--- config.mk ---
export PLATFORM = sky130hd
export DESIGN_NAME = isa_dma_sequencer
export DESIGN_NICKNAME = d
export VERILOG_FILES = /design/src/rtl/isa_dma_sequencer.sv
export SDC_FILE = /design/constraint.sdc
export NUM_CORES = 1
export LEC_CHECK = 0
export BUFFER_PORTS_ARGS = -buffer_cell sky130_fd_sc_hd__buf_2
export CORE_AREA = 5 5 57 97
export CTS_BUF_LIST = sky130_fd_sc_hd__clkbuf_2
export CTS_CLUSTER_DIAMETER = 40
export DETAILED_ROUTE_END_ITERATION = 10
export DIE_AREA = 0 0 62 102
export PLACE_DENSITY = 0.82
export SLEW_MARGIN = 20
export SYNTH_ARGS = -nofsm -noshare
export SYNTH_HDL_FRONTEND = slang
export SYNTH_SLANG_ARGS = --single-unit
--- constraint.sdc ---
create_clock -name clk -period 2.9 [get_ports clk]
set_input_delay 0.435 -clock clk [delete_from_list [all_inputs] [get_ports clk]]
set_output_delay 0.435 -clock clk [all_outputs]
set_load 0.01 [all_outputs]
--- src/rtl/isa_dma_sequencer.sv ---
// isa_dma_sequencer
//   ISA single-mode DMA sequencer for the sound card. Two requesters (8-bit
//   and 16-bit sound DMA engines) share the on-card DRQ triggers. At most one
//   request is outstanding. Each transfer ends in a one-cycle ack strobe, with
//   the bus data captured into rdata.
//   Optional build macro: ISA_DMA_RECORD_EN adds the card-to-host (IOR) path.
// Ports:
//   clk, rst_n              clock, async active-low reset
//   req8, req16             level requests from the sound DMA engines
//   dack8_n, dack16_n       ISA DACKs (async, active-low)
//   iow_n, ior_n, aen, tc   ISA strobes (async)
//   sd_in                   ISA data bus, input side
//   wdata/sd_out/sd_oe      record data path (ISA_DMA_RECORD_EN only)
//   drq_lo_trig_n           low asserts the 8-bit DRQ pin
//   drq_hi_trig_n           low asserts the 16-bit DRQ pin
//   ack8, ack16             one-cycle transfer-complete strobes
//   rdata                   bus data of the last IOW transfer
//   tc_pulse                TC seen with the ack strobe
//   timeout                 one-cycle pulse when DRQ is withdrawn after timeout
//   busy                    FSM not idle
module isa_dma_sequencer #(
    parameter int unsigned TIMEOUT_CYCLES = 4096,
    parameter int unsigned TO_W           = 12
) (
    input  logic        clk,
    input  logic        rst_n,
    input  logic        req8,
    input  logic        req16,
    input  logic        dack8_n,
    input  logic        dack16_n,
    input  logic        iow_n,
    input  logic        ior_n,
    input  logic        aen,
    input  logic        tc,
    input  logic [15:0] sd_in,
`ifdef ISA_DMA_RECORD_EN
    input  logic [15:0] wdata,
    output logic [15:0] sd_out,
    output logic        sd_oe,
`endif
    output logic        drq_lo_trig_n,
    output logic        drq_hi_trig_n,
    output logic        ack8,
    output logic        ack16,
    output logic [15:0] rdata,
    output logic        tc_pulse,
    output logic        timeout,
    output logic        busy
);
    localparam int unsigned SYNC_W = 6;
    // {tc, aen, ior_n, iow_n, dack16_n, dack8_n} at their inactive levels
    localparam logic [SYNC_W-1:0] SYNC_IDLE = 6'b00_1111;
    localparam logic [TO_W-1:0]   TO_LAST   = TO_W'(TIMEOUT_CYCLES - 1);

    typedef enum logic [1:0] {IDLE, REQ, XFER, HOLD} state_t;

    logic [SYNC_W-1:0] sync_meta, sync_s;
    logic              dack8_s, dack16_s, iow_s, ior_s, aen_s, tc_s;
    logic              iow_d, iow_rise;
    logic [15:0]       sd_hold;

    state_t            state, state_nx;
    logic              grant, grant_nx, last_grant, last_grant_nx;
    logic [TO_W-1:0]   cnt, cnt_nx;
    logic              trig_g_nx, ack_nx, tc_nx, timeout_nx, rdata_load;
    logic              g_req, g_dack_n, g_trig_n;

`ifdef ISA_DMA_RECORD_EN
    logic              ior_d, ior_rise, sd_oe_nx;
`else
    logic              unused_ior;
    assign unused_ior = ior_s;
`endif

    // Two-flop synchronisers for all asynchronous ISA handshake inputs
    always_ff @(posedge clk or negedge rst_n) begin
        if (!rst_n) begin
            sync_meta <= SYNC_IDLE;
            sync_s    <= SYNC_IDLE;
        end else begin
            sync_meta <= {tc, aen, ior_n, iow_n, dack16_n, dack8_n};
            sync_s    <= sync_meta;
        end
    end

    assign {tc_s, aen_s, ior_s, iow_s, dack16_s, dack8_s} = sync_s;

    // Edge-detect flops and the bus data holding register
    always_ff @(posedge clk or negedge rst_n) begin
        if (!rst_n) begin
            iow_d   <= 1'b1;
            sd_hold <= '0;
        end else begin
            iow_d <= iow_s;
            if (!iow_s) sd_hold <= sd_in;
        end
    end
    assign iow_rise = iow_s & ~iow_d;

`ifdef ISA_DMA_RECORD_EN
    always_ff @(posedge clk or negedge rst_n) begin
        if (!rst_n) ior_d <= 1'b1;
        else        ior_d <= ior_s;
    end
    assign ior_rise = ior_s & ~ior_d;
`endif

    // Signals of the currently granted channel
    assign g_req    = grant ? req16         : req8;
    assign g_dack_n = grant ? dack16_s      : dack8_s;
    assign g_trig_n = grant ? drq_hi_trig_n : drq_lo_trig_n;

    // Next-state and next-output logic
    always_comb begin
        state_nx      = state;
        grant_nx      = grant;
        last_grant_nx = last_grant;
        cnt_nx        = cnt;
        trig_g_nx     = 1'b1;
        ack_nx        = 1'b0;
        tc_nx         = 1'b0;
        timeout_nx    = 1'b0;
        rdata_load    = 1'b0;
`ifdef ISA_DMA_RECORD_EN
        sd_oe_nx      = 1'b0;
`endif
        case (state)
            IDLE: begin
                if (req8 || req16) begin
                    // Round robin only matters when both are requesting
                    grant_nx  = (req8 && req16) ? ~last_grant : req16;
                    cnt_nx    = '0;
                    trig_g_nx = 1'b0;
                    state_nx  = REQ;
                end
            end
            REQ: begin
                if (!g_dack_n && aen_s) begin
                    trig_g_nx = 1'b0;
                    state_nx  = XFER;
                end else if (!g_req) begin
                    state_nx = IDLE;
                end else if (cnt == TO_LAST) begin
                    // Hand priority to the other channel so it is not starved
                    timeout_nx    = 1'b1;
                    last_grant_nx = grant;
                    state_nx      = IDLE;
                end else begin
                    cnt_nx    = cnt + TO_W'(1);
                    trig_g_nx = 1'b0;
                end
            end
            XFER: begin
                if (g_dack_n) begin
                    state_nx = IDLE;
                end else if (iow_rise) begin
                    ack_nx     = 1'b1;
                    tc_nx      = tc_s;
                    rdata_load = 1'b1;
                    state_nx   = HOLD;
`ifdef ISA_DMA_RECORD_EN
                end else if (ior_rise) begin
                    ack_nx   = 1'b1;
                    tc_nx    = tc_s;
                    state_nx = HOLD;
                end else begin
                    // Single mode: DRQ drops once the bus cycle has started
                    trig_g_nx = g_trig_n | ~iow_s | ~ior_s;
                    sd_oe_nx  = ~ior_s;
`else
                end else begin
                    trig_g_nx = g_trig_n | ~iow_s;
`endif
                end
            end
            HOLD: begin
                if (g_dack_n) begin
                    last_grant_nx = grant;
                    state_nx      = IDLE;
                end
            end
            default: state_nx = IDLE;
        endcase
    end

    // State and registered outputs
    always_ff @(posedge clk or negedge rst_n) begin
        if (!rst_n) begin
            state         <= IDLE;
            grant         <= 1'b0;
            last_grant    <= 1'b0;
            cnt           <= '0;
            drq_lo_trig_n <= 1'b1;
            drq_hi_trig_n <= 1'b1;
            ack8          <= 1'b0;
            ack16         <= 1'b0;
            tc_pulse      <= 1'b0;
            timeout       <= 1'b0;
            busy          <= 1'b0;
            rdata         <= '0;
`ifdef ISA_DMA_RECORD_EN
            sd_oe         <= 1'b0;
            sd_out        <= '0;
`endif
        end else begin
            state         <= state_nx;
            grant         <= grant_nx;
            last_grant    <= last_grant_nx;
            cnt           <= cnt_nx;
            drq_lo_trig_n <= grant_nx | trig_g_nx;
            drq_hi_trig_n <= ~grant_nx | trig_g_nx;
            ack8          <= ack_nx & ~grant;
            ack16         <= ack_nx & grant;
            tc_pulse      <= tc_nx;
            timeout       <= timeout_nx;
            busy          <= (state_nx != IDLE);
            if (rdata_load) rdata <= sd_hold;
`ifdef ISA_DMA_RECORD_EN
            sd_oe         <= sd_oe_nx;
            sd_out        <= sd_oe_nx ? wdata : '0;
`endif
        end
    end

endmodule

==> impl_metrics.xml, run 1 <==
<?xml version="1.0" encoding="UTF-8"?>
<metrics>
  <group name="clocking">
    <metric name="cts_setup_buffers" unit="">0</metric>
    <metric name="ctsResizeCount" unit="">0</metric>
    <metric name="ctsLongestPathBuffers" unit="">2</metric>
    <metric name="path_clk_slew" unit="ns">0.20</metric>
    <metric name="clock_insertion_delay_worst_skew" unit="ns">0.48</metric>
    <metric name="hold_buffers" unit="">6</metric>
    <metric name="cts_tree" unit="">done</metric>
    <metric name="clkSinkCount" unit="">66</metric>
    <metric name="cts_root_buf" unit="">sky130_fd_sc_hd__clkbuf_2</metric>
    <metric name="cts_htree_levels" unit="">3</metric>
    <metric name="cts-buffers-inserted" unit="">9</metric>
  </group>
  <group name="floorplanning">
    <metric name="row_count" unit="">33</metric>
    <metric name="top_level_ports" unit="">49</metric>
    <metric name="design.core.area" unit="sq um">4620</metric>
    <metric name="effective_utilization_at_floorplan" unit="%">57.4</metric>
    <metric name="floorplan.die.width" unit="microns">62</metric>
    <metric name="die-area" unit="sq um">6320</metric>
    <metric name="die_height" unit="microns">102</metric>
  </group>
  <group name="drt">
    <metric name="vias" unit="">1779</metric>
    <metric name="number_of_vias_per_cell_after_detailed_routing" unit="">5.58</metric>
    <metric name="drc" unit="">0</metric>
    <metric name="wl" unit="mm">4.85</metric>
    <metric name="routedWlPerCell" unit="microns">15.2</metric>
    <metric name="antenna_violating_nets_post_route" unit="">0</metric>
    <metric name="first_pass_detailed_route_iteration_total" unit="">4</metric>
    <metric name="violation_count_after_the_first_detailed_route_iteration" unit="">59</metric>
  </group>
  <group name="global_routing">
    <metric name="grt_first_pass_wirelength" unit="mm">8.56</metric>
    <metric name="global_route.usage.total" unit="%">18.6</metric>
    <metric name="grt_antenna_before_repair" unit="">0</metric>
    <metric name="grt_pass1_vias" unit="">1912</metric>
    <metric name="grt_max_degree" unit="">40</metric>
    <metric name="overflow" unit="">0</metric>
  </group>
  <group name="power_and_ir_drop">
    <metric name="power_leakage" unit="nW">1.47</metric>
    <metric name="vdd_ir_drop_max" unit="mV">0.634</metric>
    <metric name="power_density" unit="nW/um^2">801</metric>
    <metric name="fin_total_pwr" unit="mW">2.52</metric>
  </group>
  <group name="logic_synthesis">
    <metric name="synth-compound-area-share" unit="%">6.08</metric>
    <metric name="postSynth.asyncResetShare" unit="%">100</metric>
    <metric name="ys_seq_elements" unit="">66</metric>
    <metric name="syn_nets" unit="">228</metric>
    <metric name="synth_ff_type" unit="">sky130_fd_sc_hd__dfrtp_1</metric>
    <metric name="synth.most_common_cell" unit="">sky130_fd_sc_hd__dfrtp_1</metric>
    <metric name="synth-xor-area-share" unit="%">1.32</metric>
    <metric name="post_synth_fa_ha_maj_area_fraction" unit="%">0.471</metric>
    <metric name="ys_top_cells_by_area" unit="">sky130_fd_sc_hd__dfrtp_1, sky130_fd_sc_hd__mux2_2, sky130_fd_sc_hd__dfstp_2, sky130_fd_sc_hd__nand4_1, sky130_fd_sc_hd__a21oi_1</metric>
    <metric name="synth_top_cells_by_count" unit="">sky130_fd_sc_hd__dfrtp_1, sky130_fd_sc_hd__mux2_2, sky130_fd_sc_hd__nor2_1</metric>
    <metric name="syn_area_per_cell" unit="sq um">13.2</metric>
    <metric name="mapped_cell_area" unit="sq um">2660</metric>
    <metric name="ys_warn_count" unit="">0</metric>
    <metric name="seq_area_frac_synth" unit="%">62.6</metric>
    <metric name="post_synth_and_or_nand_nor_area_fraction" unit="%">11.3</metric>
    <metric name="synth_top_cell_area_share" unit="%">53.7</metric>
    <metric name="count_of_cell_types_in_the_netlist" unit="">37</metric>
    <metric name="largest_family_of_logic_cells_by_synthesized_area" unit="">multiplexers</metric>
    <metric name="synth_top_cell_by_area" unit="">sky130_fd_sc_hd__dfrtp_1</metric>
    <metric name="muxShareOfSynthArea" unit="%">15.7</metric>
    <metric name="syn_inst" unit="">201</metric>
    <metric name="synth_enable_flop_cells" unit="">0</metric>
  </group>
  <group name="final_layout">
    <metric name="layoutNonFillerInstCount" unit="">319</metric>
    <metric name="fillers" unit="">387</metric>
    <metric name="layout.area.seq" unit="sq um">1660</metric>
    <metric name="layout_overhead_on_the_synthesized_area" unit="%">18.3</metric>
    <metric name="nNetsFinal" unit="">289</metric>
    <metric name="insertedDiodeCount" unit="">0</metric>
    <metric name="post_route_cells_drive_above_1_share" unit="%">43.4</metric>
    <metric name="finalInstanceArea" unit="sq um">3140</metric>
    <metric name="multi_input_comb_area" unit="sq um">925</metric>
  </group>
  <group name="worst_setup_path">
    <metric name="critical_path_arrival" unit="ns">2.53</metric>
    <metric name="worst-r2r-setup-slack" unit="ns">0.78</metric>
    <metric name="timing.setup.critical_path_class" unit="">reg -&gt; reg</metric>
    <metric name="critical_path_data_required_time" unit="ns">3.31</metric>
    <metric name="cp-start-kind" unit="">flip-flop</metric>
    <metric name="critical_path_peak_fanout" unit="">14</metric>
    <metric name="end_kind" unit="">flip-flop</metric>
  </group>
  <group name="sta">
    <metric name="report.final.slew_viol_count" unit="">0</metric>
    <metric name="finalClockSkew" unit="ns">0.0280</metric>
    <metric name="setup_viol" unit="">0</metric>
    <metric name="setup_ws" unit="ns">0.779</metric>
    <metric name="totalNegativeSetupSlack" unit="ns">0</metric>
    <metric name="final_period_minus_worst_setup_slack" unit="ns">2.12</metric>
    <metric name="fin_crit_sh" unit="%">73.1</metric>
    <metric name="max-slew-margin-rel" unit="%">69.4</metric>
    <metric name="timing.final.hold_violations" unit="">0</metric>
    <metric name="rsz0062_at_grt" unit="">no</metric>
    <metric name="max_freq" unit="MHz">471</metric>
    <metric name="timing_worst_slew_pin_value" unit="ns">0.458</metric>
  </group>
  <group name="placement">
    <metric name="numPortBuffers" unit="">47</metric>
    <metric name="hpwl" unit="mm">3.60</metric>
    <metric name="finalWeightedCongestion" unit="">0.805</metric>
    <metric name="postPlaceCellArea" unit="sq um">2940</metric>
    <metric name="place.detailed.instances" unit="">297</metric>
    <metric name="pre_cts_slack" unit="ns">0.810</metric>
  </group>
  <group name="status">
    <metric name="outcome" unit="">completed</metric>
  </group>
  <group name="job">
    <metric name="drv.max_cap_violation_count" unit="">0</metric>
  </group>
  <group name="min_path">
    <metric name="hold_class" unit="">in -&gt; reg</metric>
  </group>
</metrics>
-- final timing paths --
kind | cells after the start | start | to
worst min register to register | 0 | sync_meta[0] | sync_s[0]
min in group asynchronous | 2 | rst_n | sync_meta[5]
max in group asynchronous | 3 | rst_n | sync_s[0]
worst max register to register | 5 | grant | cnt[10]
worst max-delay path | 5 | grant | cnt[10]
worst min-delay path | 2 | sd_in[15] | sd_hold[15]
-- logic make-up (layout without fill, tap and decap cells) --
family,count (synthesis),after routing
flops,66,66
simple gates,55,55
mux,37,37
compound gates,25,25
buf+inv,13,79
xor+xnor,4,4
fa+ha+maj,1,1
-- report_power, final --
part           total, mW  internal (mW)  switching, mW
combinational      0.643          0.309          0.334
sequential          1.27           1.12          0.149
clock              0.607          0.283          0.323
-- flip-flops by register name, summed over array words and instances, names as in the netlist --
signal	flops
grant	1
sync_s	5
drq_hi_trig_n	1
drq_lo_trig_n	1
busy	1
last_grant	1
ack16	1
ack8	1
cnt	12
iow_d	1
sd_hold	16
rdata	16
timeout	1
sync_meta	5
tc_pulse	1
state	2
-- layout make-up --
type,instances,share of cell area [%]
sequential,66,52.9
multi-input combinational,122,29.4
timing repair buffer,58,10.6
clock inverter,7,2.99
tap,52,2.07
clock buffer,9,1.43
inverter,5,0.597
-- layer usage --
layer	part of all wire, %	global-route usage (%)
met5	0	0
met4	1.8	8.82
met3	5.9	6.45
met2	54	30.4
met1	38	20.9
-- cells in the final DEF (no fill, tap or decap), drive strengths merged, types with 2 or more instances in the layout --
| master | count |
|---|---|
| a21oi | 9 |
| or2 | 2 |
| clkinv | 3 |
| mux2 | 34 |
| o21ai | 8 |
| dlygate4sd3 | 6 |
| nor2b | 2 |
| o31ai | 2 |
| nand3 | 7 |
| nor3 | 4 |
| buf | 52 |
| dfstp | 9 |
| bufinv | 2 |
| nand2 | 6 |
| clkinvlp | 2 |
| mux2i | 3 |
| or4 | 2 |
| nand2b | 2 |
| nand4 | 10 |
| clkbuf | 9 |
| xor2 | 3 |
| dfrtp | 57 |
| nor2 | 12 |
| inv | 5 |
| or3 | 5 |
-- through the flow --
step	hold WS, ns	util [%]
after floorplan	0.139	-
after global placement	0.311	63.7
after detailed placement	0.323	63.7
after CTS	0.0978	68.0
after global routing	0.0911	68.0
final	0.160	68.0
-- worst max-delay path: stages, from the launching register on --
cell,delay (ns)
sky130_fd_sc_hd__dfrtp_1,0.54
sky130_fd_sc_hd__mux2i_2,0.26
sky130_fd_sc_hd__a211oi_4,0.38
sky130_fd_sc_hd__nand3_2,0.28
sky130_fd_sc_hd__or4_1,0.47
sky130_fd_sc_hd__a21oi_1,0.15
Power figures use the tool's default switching activity.
==> run 2: changes to the inputs <==
Settings changed: CORE_AREA 5 5 57 97 to 5 5 61 104, DIE_AREA 0 0 62 102 to 0 0 66 109, PLACE_DENSITY 0.82 to 0.75.
Clock period 2.9 ns to 1.8 ns, I/O delays scaled along.
==> impl_metrics.xml, run 2 (synthesized netlist as in run 1, its figures left out) <==
<?xml version="1.0" encoding="UTF-8"?>
<metrics>
  <group name="status">
    <metric name="outcome" unit="">finished with violations</metric>
    <metric name="violations_in_the_final_reports" unit="">negative setup slack</metric>
  </group>
  <group name="placement">
    <metric name="finalWeightedCongestion" unit="">0.835</metric>
    <metric name="numPortBuffers" unit="">47</metric>
    <metric name="place.detailed.instances" unit="">334</metric>
    <metric name="hpwl" unit="mm">3.83</metric>
  </group>
  <group name="drt">
    <metric name="antenna_violating_nets_post_route" unit="">0</metric>
    <metric name="routedWlPerCell" unit="microns">15.6</metric>
    <metric name="wl" unit="mm">5.84</metric>
    <metric name="first_pass_detailed_route_iteration_total" unit="">4</metric>
    <metric name="drc" unit="">0</metric>
    <metric name="violation_count_after_the_first_detailed_route_iteration" unit="">195</metric>
    <metric name="number_of_vias_per_cell_after_detailed_routing" unit="">5.08</metric>
    <metric name="vias" unit="">1900</metric>
  </group>
  <group name="sta">
    <metric name="timing.final.hold_violations" unit="">0</metric>
    <metric name="report.final.slew_viol_count" unit="">0</metric>
    <metric name="rsz0062_at_grt" unit="">yes</metric>
    <metric name="setup_viol" unit="">1</metric>
    <metric name="final_period_minus_worst_setup_slack" unit="ns">1.80</metric>
    <metric name="fin_crit_sh" unit="%">100</metric>
    <metric name="max-slew-margin-rel" unit="%">74.8</metric>
    <metric name="timing_worst_slew_pin_value" unit="ns">0.374</metric>
    <metric name="setup_ws" unit="ns">-0.000120</metric>
    <metric name="max_freq" unit="MHz">556</metric>
    <metric name="finalClockSkew" unit="ns">0.0162</metric>
    <metric name="hold_slack" unit="ns">0.0575</metric>
  </group>
  <group name="worst_setup_path">
    <metric name="end_kind" unit="">flip-flop</metric>
    <metric name="rr_startpoint" unit="">cnt[0]</metric>
    <metric name="cp-endpoint" unit="">cnt[2]</metric>
    <metric name="timing.setup.critical_path_class" unit="">reg -&gt; reg</metric>
    <metric name="worst-r2r-setup-slack" unit="ns">-0.0001</metric>
    <metric name="ff2ff_path_depth" unit="">6</metric>
    <metric name="timing.critical_path.from" unit="">cnt[0]</metric>
    <metric name="critical_path_arrival" unit="ns">2.19</metric>
    <metric name="r2r_end" unit="">cnt[2]</metric>
    <metric name="critical_path_data_required_time" unit="ns">2.19</metric>
    <metric name="cp-start-kind" unit="">flip-flop</metric>
    <metric name="critical_path_peak_fanout" unit="">6</metric>
  </group>
  <group name="global_routing">
    <metric name="overflow" unit="">0</metric>
    <metric name="grt_max_degree" unit="">67</metric>
    <metric name="grt_first_pass_wirelength" unit="mm">9.98</metric>
    <metric name="grt_antenna_before_repair" unit="">0</metric>
    <metric name="grt_pass1_vias" unit="">2083</metric>
    <metric name="global_route.usage.total" unit="%">18.5</metric>
  </group>
  <group name="final_layout">
    <metric name="insertedDiodeCount" unit="">0</metric>
    <metric name="post_route_cells_drive_above_1_share" unit="%">45.3</metric>
    <metric name="mostFrequentLayoutCell" unit="">sky130_fd_sc_hd__dfrtp_1</metric>
    <metric name="layout.area.seq" unit="sq um">1660</metric>
    <metric name="fillers" unit="">428</metric>
    <metric name="largestRegisters" unit="">rdata (16), sd_hold (16), cnt (12)</metric>
    <metric name="post-route-util" unit="%">64.0</metric>
    <metric name="layout_overhead_on_the_synthesized_area" unit="%">31.2</metric>
    <metric name="most-common-layout-cells" unit="">sky130_fd_sc_hd__dfrtp_1, sky130_fd_sc_hd__buf_2, sky130_fd_sc_hd__mux2_2</metric>
    <metric name="nNetsFinal" unit="">320</metric>
    <metric name="multi_input_comb_area" unit="sq um">952</metric>
    <metric name="layoutNonFillerInstCount" unit="">374</metric>
  </group>
  <group name="power_and_ir_drop">
    <metric name="vdd_ir_drop_max" unit="mV">0.871</metric>
    <metric name="power_leakage" unit="nW">1.60</metric>
    <metric name="fin_total_pwr" unit="mW">4.35</metric>
    <metric name="power_density" unit="nW/um^2">1250</metric>
  </group>
  <group name="clocking">
    <metric name="cts_htree_levels" unit="">3</metric>
    <metric name="clock_insertion_delay_worst_skew" unit="ns">0.48</metric>
    <metric name="ctsLongestPathBuffers" unit="">2</metric>
    <metric name="cts_tree" unit="">done</metric>
    <metric name="path_clk_slew" unit="ns">0.18</metric>
    <metric name="cts-buffers-inserted" unit="">9</metric>
    <metric name="clkSinkCount" unit="">66</metric>
    <metric name="cts_root_buf" unit="">sky130_fd_sc_hd__clkbuf_2</metric>
  </group>
  <group name="min_path">
    <metric name="hold_class" unit="">in -&gt; reg</metric>
  </group>
  <group name="floorplanning">
    <metric name="row_count" unit="">36</metric>
    <metric name="effective_utilization_at_floorplan" unit="%">48.7</metric>
    <metric name="top_level_ports" unit="">49</metric>
    <metric name="die-area" unit="sq um">7190</metric>
    <metric name="die_height" unit="microns">109</metric>
    <metric name="floorplan.die.width" unit="microns">66</metric>
    <metric name="design.core.area" unit="sq um">5450</metric>
  </group>
  <group name="job">
    <metric name="drv.max_cap_violation_count" unit="">0</metric>
  </group>
</metrics>
[run 2: changes by cell type in the layout (fill, tap and decap cells not counted), moves of 2 or more]
cell,change
sky130_fd_sc_hd__o21ai_1,+3
sky130_fd_sc_hd__buf_4,+12
sky130_fd_sc_hd__o21ai_0,-3
sky130_fd_sc_hd__clkinv_2,-2
sky130_fd_sc_hd__dlygate4sd3_1,+16
[run 2: layout make-up]
class | instances | share of cell area (%)
Timing Repair Buffer | 88 | 17.6
Inverter | 5 | 0.538
Tap cell | 76 | 2.73
Multi-Input combinational cell | 123 | 27.3
Clock inverter | 6 | 2.62
Sequential cell | 66 | 47.7
Clock buffer | 10 | 1.44
[run 2: worst min-delay path by stage]
| stage | start | to | cells after the start |
|---|---|---|---|
| 2_1_floorplan | rst_n | ack16 | 0 |
| 3_3_place_gp | rst_n | tc_pulse | 2 |
| 3_5_place_dp | rst_n | tc_pulse | 2 |
| 4_1_cts | req8 | grant | 2 |
| 5_1_grt | req8 | grant | 2 |
| 6_report | req8 | grant | 2 |
[run 2: critical path, cell delays in order (launching register included)]
cell and delay [ns]:
sky130_fd_sc_hd__dfrtp_1 0.40, sky130_fd_sc_hd__ha_2 0.19, sky130_fd_sc_hd__nand4_1 0.13, sky130_fd_sc_hd__or4b_4 0.61, sky130_fd_sc_hd__nand4_1 0.16, sky130_fd_sc_hd__xor2_1 0.16, sky130_fd_sc_hd__nor2_1 0.06
[run 2: metal layers]
layer	track usage (%)	share of wire, %
met3	5.15	5.4
met4	8.14	2.8
met5	0	0
met2	33.8	56
met1	19.2	35
[run 2: repair_timing]
action | 4_1_cts | 5_1_grt
cloned | 0 | 1
gates resized for setup | 1 | 6
pin swaps | 2 | 10
hold buffers | 22 | 0
endpoints found under the setup margin | 6 | 21
hold endpoints to repair | 78 | 0
buffers inserted | 0 | 1
[run 2: metrics by stage]
stage | TNS (ns) | area (sq um) | setup WS [ns]
2_1_floorplan | 0 | 2660 | 0.0253
3_3_place_gp | 0 | 3090 | 0.0395
3_5_place_dp | -0.00421 | 3090 | -0.00421
4_1_cts | 0 | 3460 | 0.0111
5_1_grt | -0.674 | 3490 | -0.0880
6_report | -0.000120 | 3490 | -0.000120
[run 2: power breakdown]
part	leakage (nW)	switching [mW]	internal, mW
Combinational	0.712	0.692	0.671
Clock	0.0744	0.536	0.466
Sequential	0.817	0.179	1.81
==> run 3: changes to the inputs <==
Settings changed: REMOVE_ABC_BUFFERS from default to 1.
==> impl_metrics.xml, run 3 (synthesized netlist as in run 1, its figures left out) <==
<?xml version="1.0" encoding="UTF-8"?>
<metrics>
  <group name="final_layout">
    <metric name="multi_input_comb_area" unit="sq um">975</metric>
    <metric name="finalInstanceArea" unit="sq um">3460</metric>
    <metric name="mostFrequentLayoutCell" unit="">sky130_fd_sc_hd__dfrtp_1</metric>
    <metric name="layout.area.seq" unit="sq um">1660</metric>
    <metric name="nNetsFinal" unit="">322</metric>
    <metric name="most-common-layout-cells" unit="">sky130_fd_sc_hd__dfrtp_1, sky130_fd_sc_hd__buf_2, sky130_fd_sc_hd__mux2_2</metric>
    <metric name="layoutNonFillerInstCount" unit="">377</metric>
    <metric name="post_route_cells_drive_above_1_share" unit="%">45.0</metric>
    <metric name="fillers" unit="">428</metric>
    <metric name="largestRegisters" unit="">rdata (16), sd_hold (16), cnt (12)</metric>
    <metric name="layout_overhead_on_the_synthesized_area" unit="%">30.2</metric>
    <metric name="post-route-util" unit="%">63.5</metric>
  </group>
  <group name="global_routing">
    <metric name="grt_first_pass_wirelength" unit="mm">9.16</metric>
    <metric name="grt_max_degree" unit="">67</metric>
    <metric name="overflow" unit="">0</metric>
    <metric name="grt_pass1_vias" unit="">2043</metric>
    <metric name="grt_antenna_before_repair" unit="">1</metric>
    <metric name="global_route.usage.total" unit="%">17.5</metric>
  </group>
  <group name="floorplanning">
    <metric name="effective_utilization_at_floorplan" unit="%">48.7</metric>
    <metric name="design.core.area" unit="sq um">5450</metric>
    <metric name="die_height" unit="microns">109</metric>
    <metric name="floorplan.die.width" unit="microns">66</metric>
    <metric name="row_count" unit="">36</metric>
    <metric name="top_level_ports" unit="">49</metric>
    <metric name="die-area" unit="sq um">7190</metric>
  </group>
  <group name="drt">
    <metric name="drc" unit="">0</metric>
    <metric name="number_of_vias_per_cell_after_detailed_routing" unit="">5.09</metric>
    <metric name="routedWlPerCell" unit="microns">14.5</metric>
    <metric name="violation_count_after_the_first_detailed_route_iteration" unit="">173</metric>
    <metric name="wl" unit="mm">5.46</metric>
    <metric name="detail_route.wirelength.met1" unit="mm">2.06</metric>
    <metric name="dr_wl_met3" unit="microns">249</metric>
    <metric name="top_signal_layer_used" unit="">met4</metric>
    <metric name="antenna_violating_nets_post_route" unit="">0</metric>
    <metric name="vias" unit="">1920</metric>
    <metric name="met2_wirelength" unit="mm">3.02</metric>
    <metric name="first_pass_detailed_route_iteration_total" unit="">5</metric>
  </group>
  <group name="sta">
    <metric name="setup_viol" unit="">2</metric>
    <metric name="finalClockSkew" unit="ns">0.0234</metric>
    <metric name="final_period_minus_worst_setup_slack" unit="ns">1.81</metric>
    <metric name="report.final.slew_viol_count" unit="">0</metric>
    <metric name="rsz0062_at_grt" unit="">yes</metric>
    <metric name="timing_worst_slew_pin_value" unit="ns">0.401</metric>
    <metric name="max-slew-margin-rel" unit="%">73.0</metric>
    <metric name="max_freq" unit="MHz">554</metric>
    <metric name="fin_crit_sh" unit="%">100</metric>
    <metric name="timing.final.hold_violations" unit="">0</metric>
    <metric name="setup_ws" unit="ns">-0.00666</metric>
  </group>
  <group name="power_and_ir_drop">
    <metric name="power_report.internal_total" unit="mW">2.66</metric>
    <metric name="power_density" unit="nW/um^2">1150</metric>
    <metric name="fin_total_pwr" unit="mW">3.98</metric>
    <metric name="vdd_ir_drop_max" unit="mV">0.568</metric>
    <metric name="power.share.combinational" unit="%">34.4</metric>
    <metric name="switching_share" unit="%">33.2</metric>
    <metric name="power_leakage" unit="nW">1.61</metric>
    <metric name="power.share.sequential" unit="%">49.0</metric>
    <metric name="netSwitchingPower" unit="mW">1.32</metric>
    <metric name="power.clock.fraction" unit="%">16.5</metric>
  </group>
  <group name="worst_setup_path">
    <metric name="worst_path_max_delay_cell" unit="">sky130_fd_sc_hd__or4b_4</metric>
    <metric name="cp_slowest_stage_delay" unit="ns">0.60</metric>
    <metric name="cp_cell_sequence" unit="">ha_2, nand4_1, or4b_4, nand4_1, xor2_1, nor2_1</metric>
    <metric name="timing.setup.critical_path_class" unit="">reg -&gt; reg</metric>
    <metric name="critical_path_arrival" unit="ns">2.20</metric>
    <metric name="critical_path_peak_fanout" unit="">6</metric>
    <metric name="end_kind" unit="">flip-flop</metric>
    <metric name="critical_path_data_required_time" unit="ns">2.19</metric>
    <metric name="critical_path.most_common_cell" unit="">sky130_fd_sc_hd__nand4_1</metric>
    <metric name="cp-start-kind" unit="">flip-flop</metric>
  </group>
  <group name="placement">
    <metric name="numPortBuffers" unit="">47</metric>
    <metric name="postPlaceCellArea" unit="sq um">3090</metric>
    <metric name="hpwl" unit="mm">3.72</metric>
    <metric name="finalWeightedCongestion" unit="">0.828</metric>
    <metric name="pre_cts_slack" unit="ns">-0.104</metric>
    <metric name="place.detailed.instances" unit="">335</metric>
  </group>
  <group name="clocking">
    <metric name="cts-buffers-inserted" unit="">9</metric>
    <metric name="clkSinkCount" unit="">66</metric>
    <metric name="clock_insertion_delay_worst_skew" unit="ns">0.49</metric>
    <metric name="cts_tree" unit="">done</metric>
    <metric name="cts_htree_levels" unit="">3</metric>
    <metric name="path_clk_slew" unit="ns">0.18</metric>
    <metric name="ctsLongestPathBuffers" unit="">2</metric>
    <metric name="cts_root_buf" unit="">sky130_fd_sc_hd__clkbuf_2</metric>
  </group>
  <group name="status">
    <metric name="outcome" unit="">finished with violations</metric>
    <metric name="violations_in_the_final_reports" unit="">negative setup slack</metric>
  </group>
  <group name="min_path">
    <metric name="hold_class" unit="">in -&gt; reg</metric>
  </group>
  <group name="job">
    <metric name="drv.max_cap_violation_count" unit="">0</metric>
  </group>
</metrics>
-- run 3: final timing paths --
kind,slack [ns],startpoint,depth (start not counted),end
min,0.08,req8,2,grant
max in group asynchronous,1.17,rst_n,3,sync_s[1]
max,-0.007,cnt[1],6,cnt[7]
min reg2reg,0.37,sync_meta[1],0,sync_s[1]
min in group asynchronous,0.29,rst_n,3,cnt[2]
max reg2reg,-0.007,cnt[1],6,cnt[7]
-- run 3: power by group through the flow --
stage / registers, mW / logic, mW / clock network [mW]
3_5_place_dp: 1.99 / 1.26 / 0
6_report: 1.95 / 1.37 / 0.657
2_1_floorplan: 2.13 / 0.534 / 0
5_1_grt: 1.99 / 1.51 / 0.768
4_1_cts: 1.96 / 1.34 / 0.703
3_3_place_gp: 1.98 / 1.24 / 0
-- run 3: layout make-up --
class	count	share of cell area [%]
diodes	1	0.0723
clock buffers	11	1.59
clock inverters	5	0.615
inverters	5	0.542
multi-input cells	123	28.2
flip-flops and latches	66	48.1
well taps	76	2.75
repair buffers	90	18.2
-- run 3: worst max-delay path: cells and delay by family (launching register included) --
kind | cells | cell delay (ns)
AND/OR/NAND/NOR | 4 | 0.97
flip-flops | 1 | 0.39
adder cells (fa/ha/maj) | 1 | 0.18
XOR/XNOR | 1 | 0.16
-- run 3: layer usage --
metal,vias up,track usage (%)
met5,-,0
met4,0,9.74
li1,915,-
met2,55,29.9
met1,939,18.8
met3,11,5.67
-- run 3: stage by stage --
step / hold WS, ns / TNS, ns
6_report: 0.0847 / -0.0127
5_1_grt: 0.0147 / -0.726
4_1_cts: 0.00826 / -0.0238
3_5_place_dp: 0.312 / -0.470
3_3_place_gp: 0.307 / -0.184
2_1_floorplan: -0.0256 / -5.28
-- run 3: timing repair --
action,4_1_cts,5_1_grt
pin swaps,5,15
cloned,1,0
setup endpoints to repair,12,15
endpoints found under the hold margin,78,0
gates resized for setup,3,12
hold buffers,22,0
buffers inserted,1,1
